### src/rtl/definitions.sv
// Shared constants and entry layout for the instruction fetch stage.
package definitions;

    localparam logic [31:0] NOP_INSTR        = 32'h0000_0013;
    localparam logic [31:0] DEFAULT_RESET_PC = 32'h0000_0000;

    typedef struct packed {
        logic [31:0] pc;
        logic [31:0] instr;
    } fetch_entry_t;

endpackage

### src/rtl/fetch_fifo.sv
// In-order prefetch buffer: synchronous FIFO with flush and occupancy count.
module fetch_fifo #(
    parameter int unsigned DEPTH = 4,
    parameter int unsigned WIDTH = 64,
    localparam int unsigned PW   = $clog2(DEPTH)
) (
    input  logic             i_clk,
    input  logic             i_rst,
    input  logic             i_flush,
    input  logic             i_push,
    input  logic [WIDTH-1:0] i_data,
    input  logic             i_pop,
    output logic [WIDTH-1:0] o_data,
    output logic [PW:0]      o_count,
    output logic             o_full,
    output logic             o_empty
);

    localparam logic [PW:0]   LP_FULL = (PW + 1)'(DEPTH);
    localparam logic [PW:0]   LP_ONE  = (PW + 1)'(1);
    localparam logic [PW-1:0] LP_STEP = PW'(1);

    logic [WIDTH-1:0] r_mem [DEPTH];
    logic [PW-1:0]    r_wr_ptr;
    logic [PW-1:0]    r_rd_ptr;
    logic [PW:0]      r_count;
    logic             w_do_pop;
    logic             w_do_push;

    assign w_do_pop  = i_pop && !o_empty;
    // A push into a full buffer is only taken when the head leaves in the same cycle.
    assign w_do_push = i_push && (!o_full || w_do_pop);

    always_ff @(posedge i_clk) begin
        if (i_rst || i_flush) begin
            r_wr_ptr <= '0;
            r_rd_ptr <= '0;
            r_count  <= '0;
        end else begin
            if (w_do_push) r_wr_ptr <= r_wr_ptr + LP_STEP;
            if (w_do_pop)  r_rd_ptr <= r_rd_ptr + LP_STEP;
            case ({w_do_push, w_do_pop})
                2'b10:   r_count <= r_count + LP_ONE;
                2'b01:   r_count <= r_count - LP_ONE;
                default: r_count <= r_count;
            endcase
        end
    end

    always_ff @(posedge i_clk) begin
        if (w_do_push && !i_rst && !i_flush) r_mem[r_wr_ptr] <= i_data;
    end

    assign o_data  = r_mem[r_rd_ptr];
    assign o_count = r_count;
    assign o_full  = (r_count == LP_FULL);
    assign o_empty = (r_count == '0);

endmodule

### src/rtl/fetch_unit.sv
// RV32I fetch stage: PC ownership, credit-limited pipelined IMEM requests,
// prefetch buffering and redirect handling with stale-response discard.
module fetch_unit
    import definitions::*;
#(
    parameter logic [31:0] RESET_PC   = DEFAULT_RESET_PC,
    parameter int unsigned FIFO_DEPTH = 4
) (
    input  logic        CLK,
    input  logic        RST,
    output logic        IMEM_Req,
    output logic [31:0] IMEM_Addr,
    input  logic        IMEM_Ready,
    input  logic        IMEM_Valid,
    input  logic [31:0] IMEM_Data,
    input  logic        PC_Redirect_En_E,
    input  logic [31:0] PC_Target_E,
    input  logic        Stall_D,
    output logic        Valid_D,
    output logic [31:0] Instr_D,
    output logic [31:0] PC_D,
    output logic [31:0] PC_Plus_4_D
);

    localparam int unsigned   PW       = $clog2(FIFO_DEPTH);
    localparam logic [PW+1:0] LP_DEPTH = (PW + 2)'(FIFO_DEPTH);
    localparam logic [PW:0]   LP_ONE   = (PW + 1)'(1);
    localparam logic [PW-1:0] LP_STEP  = PW'(1);

    logic [31:0]  r_fetch_pc;
    logic [PW:0]  r_outstanding;
    logic [PW:0]  r_discard;
    logic [31:0]  r_pcq [FIFO_DEPTH];
    logic [PW-1:0] r_pcq_wr;
    logic [PW-1:0] r_pcq_rd;

    logic         w_credit;
    logic         w_accept;
    logic         w_resp;
    logic         w_push;
    logic         w_pop;
    logic         w_full;
    logic         w_empty;
    logic [PW:0]  w_count;
    logic [PW:0]  w_outstanding_nxt;
    fetch_entry_t w_head;
    fetch_entry_t w_push_entry;
    logic         w_unused_tgt;

    assign w_unused_tgt = ^PC_Target_E[1:0];

    // Credit uses registered occupancy only, keeping Stall_D/IMEM_Valid off the request path.
    assign w_credit  = ({1'b0, w_count} + {1'b0, r_outstanding}) < LP_DEPTH;
    assign IMEM_Req  = !RST && !PC_Redirect_En_E && w_credit;
    assign IMEM_Addr = r_fetch_pc;

    assign w_accept     = IMEM_Req && IMEM_Ready;
    assign w_resp       = IMEM_Valid && (r_outstanding != '0);
    assign w_push       = w_resp && !PC_Redirect_En_E && (r_discard == '0);
    assign w_pop        = !w_empty && !Stall_D && !PC_Redirect_En_E;
    assign w_push_entry = '{pc: r_pcq[r_pcq_rd], instr: IMEM_Data};

    always_comb begin
        w_outstanding_nxt = r_outstanding;
        if (w_accept && !w_resp)      w_outstanding_nxt = r_outstanding + LP_ONE;
        else if (!w_accept && w_resp) w_outstanding_nxt = r_outstanding - LP_ONE;
    end

    always_ff @(posedge CLK) begin
        if (RST) begin
            r_fetch_pc    <= RESET_PC;
            r_outstanding <= '0;
            r_discard     <= '0;
            r_pcq_wr      <= '0;
            r_pcq_rd      <= '0;
        end else begin
            r_outstanding <= w_outstanding_nxt;
            if (w_accept) r_pcq_wr <= r_pcq_wr + LP_STEP;
            if (w_resp)   r_pcq_rd <= r_pcq_rd + LP_STEP;
            if (PC_Redirect_En_E) begin
                r_fetch_pc <= {PC_Target_E[31:2], 2'b00};
                r_discard  <= w_outstanding_nxt;
            end else begin
                if (w_accept)                    r_fetch_pc <= r_fetch_pc + 32'd4;
                if (w_resp && r_discard != '0)   r_discard  <= r_discard - LP_ONE;
            end
        end
    end

    always_ff @(posedge CLK) begin
        if (w_accept && !RST) r_pcq[r_pcq_wr] <= r_fetch_pc;
    end

    fetch_fifo #(
        .DEPTH (FIFO_DEPTH),
        .WIDTH ($bits(fetch_entry_t))
    ) u_fifo (
        .i_clk   (CLK),
        .i_rst   (RST),
        .i_flush (PC_Redirect_En_E),
        .i_push  (w_push),
        .i_data  (w_push_entry),
        .i_pop   (w_pop),
        .o_data  (w_head),
        .o_count (w_count),
        .o_full  (w_full),
        .o_empty (w_empty)
    );

    assign Valid_D     = !w_empty;
    assign Instr_D     = Valid_D ? w_head.instr : NOP_INSTR;
    assign PC_D        = Valid_D ? w_head.pc : RESET_PC;
    assign PC_Plus_4_D = PC_D + 32'd4;

    a_no_spurious_resp: assert property (@(posedge CLK) disable iff (RST)
        !(IMEM_Valid && r_outstanding == '0));

    a_no_overflow: assert property (@(posedge CLK) disable iff (RST)
        !(w_push && w_full && !w_pop));

endmodule

### config.mk
export PLATFORM = sky130hd
export DESIGN_NAME = fetch_unit
export DESIGN_NICKNAME = d
export VERILOG_FILES = /design/src/rtl/definitions.sv /design/src/rtl/fetch_fifo.sv /design/src/rtl/fetch_unit.sv
export SDC_FILE = /design/constraint.sdc
export NUM_CORES = 1
export LEC_CHECK = 0
export ABC_AREA = 1
export BUFFER_PORTS_ARGS = -buffer_cell sky130_fd_sc_hd__buf_2
export CAP_MARGIN = 0
export CORE_AREA = 4 4 186 188
export DETAILED_ROUTE_END_ITERATION = 6
export DIE_AREA = 0 0 190 192
export HOLD_SLACK_MARGIN = 0.02
export PLACE_DENSITY = 0.75
export SLEW_MARGIN = 5
export SYNTH_ARGS = -nofsm -noshare
export SYNTH_HDL_FRONTEND = slang
export SYNTH_HIERARCHICAL = 1
export SYNTH_SLANG_ARGS = --single-unit
### constraint.sdc
create_clock -name CLK -period 11.59 [get_ports CLK]
set_input_delay 2.318 -clock CLK [delete_from_list [all_inputs] [get_ports CLK]]
set_output_delay 2.318 -clock CLK [all_outputs]
set_load 0.05 [all_outputs]
=== Yosys cells after proc, flatten, opt, wreduce, memory -nomap -nowiden ===
Memories as Yosys holds them, arrays and structs flattened. A register that Yosys moved wholly into a read port is not among the register bits.
Cells that the tools add are included.

* Output and inout port bits: 130
* Bits in registers: 49
* Input port bits: 70
* Memories: 2
* Word-level logic and storage cells: 77
* Memory bits (writable): 384

{| class="wikitable"
|+ Memories
! name !! words !! bits a word !! read ports !! clocked after Yosys merged registers in !! write ports !! line !! RTL
|-
| u_fifo.r_mem || 4 || 64 || 1 || 1 || 1 || fetch_fifo.sv:23 || <nowiki>logic [WIDTH-1:0] r_mem [DEPTH];</nowiki>
|-
| r_pcq || 4 || 32 || 1 || 1 || 1 || fetch_unit.sv:33 || <nowiki>logic [31:0] r_pcq [FIFO_DEPTH];</nowiki>
|}

* Reduce and logical (&&, ||, !) cells: 33
* $add $sub $neg: 12
* Equality and inequality tests: 3
* Order comparisons: 1
* Mux-type cells: 17

{| class="wikitable"
|+ Operator list
! kind !! number
|-
| 2-to-1 mux 32 bit || 4
|-
| adder 32 x 3 -> 32 bit (second input constant) || 2
|-
| logical AND 1 bit || 16
|-
| 2-to-1 mux 3 bit || 4
|-
| subtractor 3 x 1 -> 3 bit (second input constant) || 3
|-
| adder 2 x 1 -> 2 bit (second input constant) || 4
|-
| 2-to-1 mux 2 bit || 4
|-
| logical NOT 1 bit || 7
|-
| adder 3 x 1 -> 3 bit (second input constant) || 2
|-
| logical NOT 3 bit || 2
|-
| case mux 3 bit (2 select lines) || 1
|-
| nonzero test 2 bit || 3
|-
| nonzero test 3 bit || 2
|-
| adder 3 x 3 -> 4 bit || 1
|-
| less-than comparator 4 x 3 -> 1 bit (second input constant) || 1
|-
| 2-to-1 mux 1 bit || 4
|-
| == test 3 bit (second input constant) || 1
|-
| == test 2 x 1 -> 1 bit (second input constant) || 1
|-
| == test 2 bit (second input constant) || 1
|-
| logical OR 1 bit || 2
|-
| OR reduction 2 bit || 1
|}

=== Longest topological paths before layout ===
* Word-level depth: 11
* Depth in mapped cells: 17
* Depth with buffers taken out: 14

=== By module ===
The synthesis kept the hierarchy.

{| class="wikitable"
|+ Modules (own cells, without submodules)
! module !! cells each !! area each (µm²) !! seq. area each (µm²) !! instances
|-
| fetch_fifo || 688 || 10005.8 || 7867.5 || 1
|-
| fetch_unit || 1046 || 8833.5 || 4444.3 || 1
|}

=== Worst setup path before layout ===
OpenSTA, ideal clock, no wires.

* Path type: input-to-reg
* From: input port PC_Redirect_En_E
* To: memory u_fifo.r_mem[0][0] (enable)
* Slack: 4931 ps
* Stages: 9
* Data required time: 11104 ps
* Arrival time: 6173 ps
* Library setup time: 486 ps
* Path buffers: 2
* Path through: buf_6 clkbuf_1 nor3_1 nand2_4 nand2_1 nand2_1 inv_1 nand2_2 nor2_1

* Longest elaborated chain between the ends: 9
* Elaborated cells on any way between the ends: 11
* Classes of those cells: mux: 2; reduce/logical: 9

{| class="wikitable"
|+ Ends and longest elaborated chain
! item !! line !! RTL
|-
| start, declared || fetch_unit.sv:16 || <nowiki>input logic PC_Redirect_En_E,</nowiki>
|-
| logical NOT 1 bit || fetch_unit.sv:60 || <nowiki>assign w_pop = !w_empty && !Stall_D && !PC_Redirect_En_E;</nowiki>
|-
| logical AND 1 bit || fetch_unit.sv:60 ||
|-
| via w_pop || fetch_unit.sv:41 || <nowiki>logic w_pop;</nowiki>
|-
| logical AND 1 bit || fetch_fifo.sv:30 || <nowiki>assign w_do_pop = i_pop && !o_empty;</nowiki>
|-
| logical OR 1 bit || fetch_fifo.sv:32 || <nowiki>assign w_do_push = i_push && (!o_full || w_do_pop);</nowiki>
|-
| logical AND 1 bit || fetch_fifo.sv:32 ||
|-
| logical AND 1 bit (2 in a row) || fetch_fifo.sv:51 || <nowiki>if (w_do_push && !i_rst && !i_flush) r_mem[r_wr_ptr] <= i_data;</nowiki>
|-
| 2-to-1 mux 1 bit || fetch_fifo.sv:51 ||
|-
| 2-to-1 mux 1 bit (implied by the code) || fetch_fifo.sv:51 ||
|-
| end, declared || fetch_fifo.sv:23 ||
|}

The timed path passes the listed nets, and every way through them passes these cells.

==> summary.txt <==
Drt
  – DR vias/cell: approximately 5.6
  – DRC errors left: 0
  – Initial DRT Pass Iterations: 5
  – Drt total wl: 43.0 mm
  – Via count: ~13k
  – Average wire per standard cell: 18.0 microns
  – First DRT Iteration DRCs: 1015
  – ANT nets after route: 0

CTS
  – Clock Latency Late Sink: ~540 ps
  – CTS tree: yes
  – CTS Buf Count: 43
  – Postcts setup bufs: 0
  – CTS H-tree depth: 2
  – Root buffer cell: clkbuf_16
  – CTS Buffer Depth: 3
  – Clock slew at reported path FFs: 60 ps
  – CTS Sinks: 427
  – Hold_buf cts: 0
  – Post-CTS Resized: 0

Synthesis
  – Synth unique cells: 43
  – Post-synth top cells: 376 x edfxtp_1, 328 x nor2_1, 220 x nand2_1
  – Flops & latches, synth: roughly 430
  – Prevailing post-synth register cell: edfxtp_1
  – Ys async rst share: 0%
  – Mean Syn Cell Area: 10.9 sq um
  – Top cell type's share of synthesized area: between 50% and 60%
  – Seq/Total Area, Yosys: 65.4%
  – Top cells by area, synth: edfxtp_1 60%, nor2_1 6.5%, dfxtp_1 5.4%
  – Synth Instances: between 1.5k and 2k
  – EDFF count, synth: 376
  – Area leader, netlist: edfxtp_1
  – Synth warn: 6
  – Most numerous cell in the Yosys netlist: edfxtp_1
  – Cell Area, Synth: between 15000 and 20000 sq um

Die
  – Initial core utilization: between 50% and 60%
  – Total core area: 33100 sq um
  – Die Y-Extent: 192 microns
  – FP Rows: 67
  – Die ar.: 36500 sq um
  – Ports: 200
  – DIE WIDTH: between 150 and 200 microns

Setup path
  – CP Class: flip-flop to primary output
  – CP Max Fanout: 69
  – CP endpoint kind: primary output
  – CP Launch Type: flip-flop
  – Worst EP arrival: 4470 ps
  – CP Data Required Time: 9270 ps

STA
  – RSZ-0062 raised after global routing: false
  – Pins Over Slew Limit: 0
  – Final min period: 6790 ps
  – Final worst path period share: 58.6%
  – Final Skew: approximately 17 ps
  – Hold violation count in the final report: 0
  – Worst slew margin: 31.8%
  – Slew at the pin closest to its max-slew limit: 1020 ps
  – Highest Clock Rate: 0.147 GHz
  – Final setup vio count: 0
  – TNS Setup: 0 ps
  – Worst setup slack after layout: 4800 ps

Power
  – Clock share of power: 36.1%
  – Net Sw Power: 0.956 mW
  – Int Pwr: 2.65 mW
  – Sequential Power Share: 49.7%
  – P per Cell Area: 169 nW/um^2
  – Lkg Pwr: 8.25 nW
  – Switching Fraction: 26.5%
  – Comb power frac: 14.2%
  – VDD IR max: 0.141 mV

Status
  – Status: finished, final reports clean

Placement
  – # port buffers: just under 200
  – Dpl cell area: ~20000 sq um
  – Worst slack, placed: around 5400 ps
  – Gpl congestion: 0.945
  – Cell total after placement: 2318
  – HPWL after detailed placement: 26.7 mm

Hold path
  – Hold Crit Class: flip-flop to flip-flop

Layout
  – # diodes: 0
  – Share of layout cells above drive strength 1: 18.3%
  – Finished Layout Cells: 2390
  – Final net count: approximately 2.0k
  – Area Overhead vs Synth: 13.6%
  – Final Cell Area: 21400 sq um

Global routing
  – Initial antenna violation count: 2
  – Largest net degree at the start of global routing: 70
  – Global-route wire length before repair: between 60 and 70 mm
  – Total Routing Usage GR: 22.9%
  – Grt total ovfl: 0
  – Vias in the first global route: 12.7k

Run
  – Max-cap viol count: 0
-- logic make-up after synthesis --
kind of cell / count (synthesis) / share of synthesized area, %
simple gates: 682 / 16.4
fa+ha+maj: 18 / 1.24
flops: 427 / 65.4
other cells: 1 / 0.0199
compound gates: 345 / 9.95
buf+inv: 227 / 5.50
xor+xnor: 34 / 1.58
-- worst max-delay path, cell delays in order (launching register included) --
cell      delay (ps)
dfxtp_4          510
clkinv_2         710
buf_4            720
nor2_1            90
o22ai_1          380
inv_1            140
nor2_4           140
nand2_1          100
nor3_2           200
nand3_1          100
nor2_1            90
nand2_1           90
xnor2_1          260
buf_2            320
-- flip-flops by register name, indices dropped and copies added (netlist names), named ones only --
name / flops
u_fifo/r_mem: 256
r_discard: 3
u_fifo/r_wr_ptr: 2
r_pcq_wr: 2
r_pcq: 120
r_pcq_rd: 2
r_outstanding: 3
u_fifo/r_rd_ptr: 2
IMEM_Addr: 30
u_fifo/o_count: 3
-- path summary, 6_finish.rpt --
kind	from	endpoint	slack, ps	cells past startpoint
setup / recovery	flip-flop	PC_Plus_4_D[27]	4800	13
hold / removal	u_fifo/r_rd_ptr[1]	flip-flop	480	1
setup reg to reg	r_outstanding[0]	u_fifo/r_mem[0][41]	7920	11
hold reg to reg	u_fifo/r_rd_ptr[1]	flip-flop	480	1
-- metal layers --
| layer | global-route usage (%) | routed length (microns) | vias to the layer above |
|---|---|---|---|
| met2 | 38.2 | 20300 | 570 |
| met5 | 0 | 24 | - |
| met3 | 3.60 | 3510 | 65 |
| met1 | 31.9 | 18400 | 6343 |
| met4 | 5.98 | 753 | 4 |
| li1 | - | - | 6335 |
-- metrics by stage --
step	hold WS (ps)	utilization [%]	power, mW
floorplan	418	-	2.19
global placement	459	60.6	2.32
detailed placement	463	60.6	2.33
CTS	472	64.6	3.63
global route	490	64.6	3.75
finish	477	64.6	3.61
-- cell type report --
cell class	count	area, sq um
Fill cell	2518	11700
Sequential cell	427	12300
Multi-Input combinational cell	1089	5570
Clock inverter	19	169
Clock buffer	53	1160
Tap cell	448	561
Inverter	144	543
Timing Repair Buffer	210	1090
-- power by group through the flow --
| stage | clock [mW] | combinational [mW] | sequential (mW) |
|---|---|---|---|
| after floorplan | 0 | 0.353 | 1.84 |
| after global placement | 0 | 0.494 | 1.82 |
| after detailed placement | 0 | 0.508 | 1.82 |
| after CTS | 1.32 | 0.512 | 1.79 |
| after global routing | 1.39 | 0.559 | 1.80 |
| final | 1.30 | 0.512 | 1.79 |
-- layout by cell type, fill, tap and decap left out, types with 3 or more instances in the layout --
| master | n |
|---|---|
| inv_1 | 129 |
| nand2_2 | 9 |
| clkbuf_1 | 8 |
| xor2_1 | 28 |
| o22ai_1 | 94 |
| nor2_4 | 19 |
| o21ai_0 | 151 |
| nor2_2 | 16 |
| ha_1 | 17 |
| buf_4 | 15 |
| buf_2 | 195 |
| a31oi_1 | 4 |
| nand2_1 | 220 |
| clkinv_2 | 5 |
| clkbuf_16 | 45 |
| dfxtp_1 | 49 |
| nor3_2 | 11 |
| nand3_1 | 45 |
| edfxtp_1 | 376 |
| nand2_4 | 7 |
| inv_2 | 11 |
| xnor2_1 | 6 |
| o211ai_1 | 3 |
| or2_2 | 4 |
| conb_1 | 10 |
| nor2_8 | 5 |
| clkinv_1 | 11 |
| nor2_1 | 320 |
| bufinv_16 | 3 |
| nand4_1 | 12 |
| nor3_1 | 5 |
| o21ai_1 | 58 |
| a21oi_1 | 28 |
| nand3b_1 | 3 |
(Power assumes the default switching activity.)
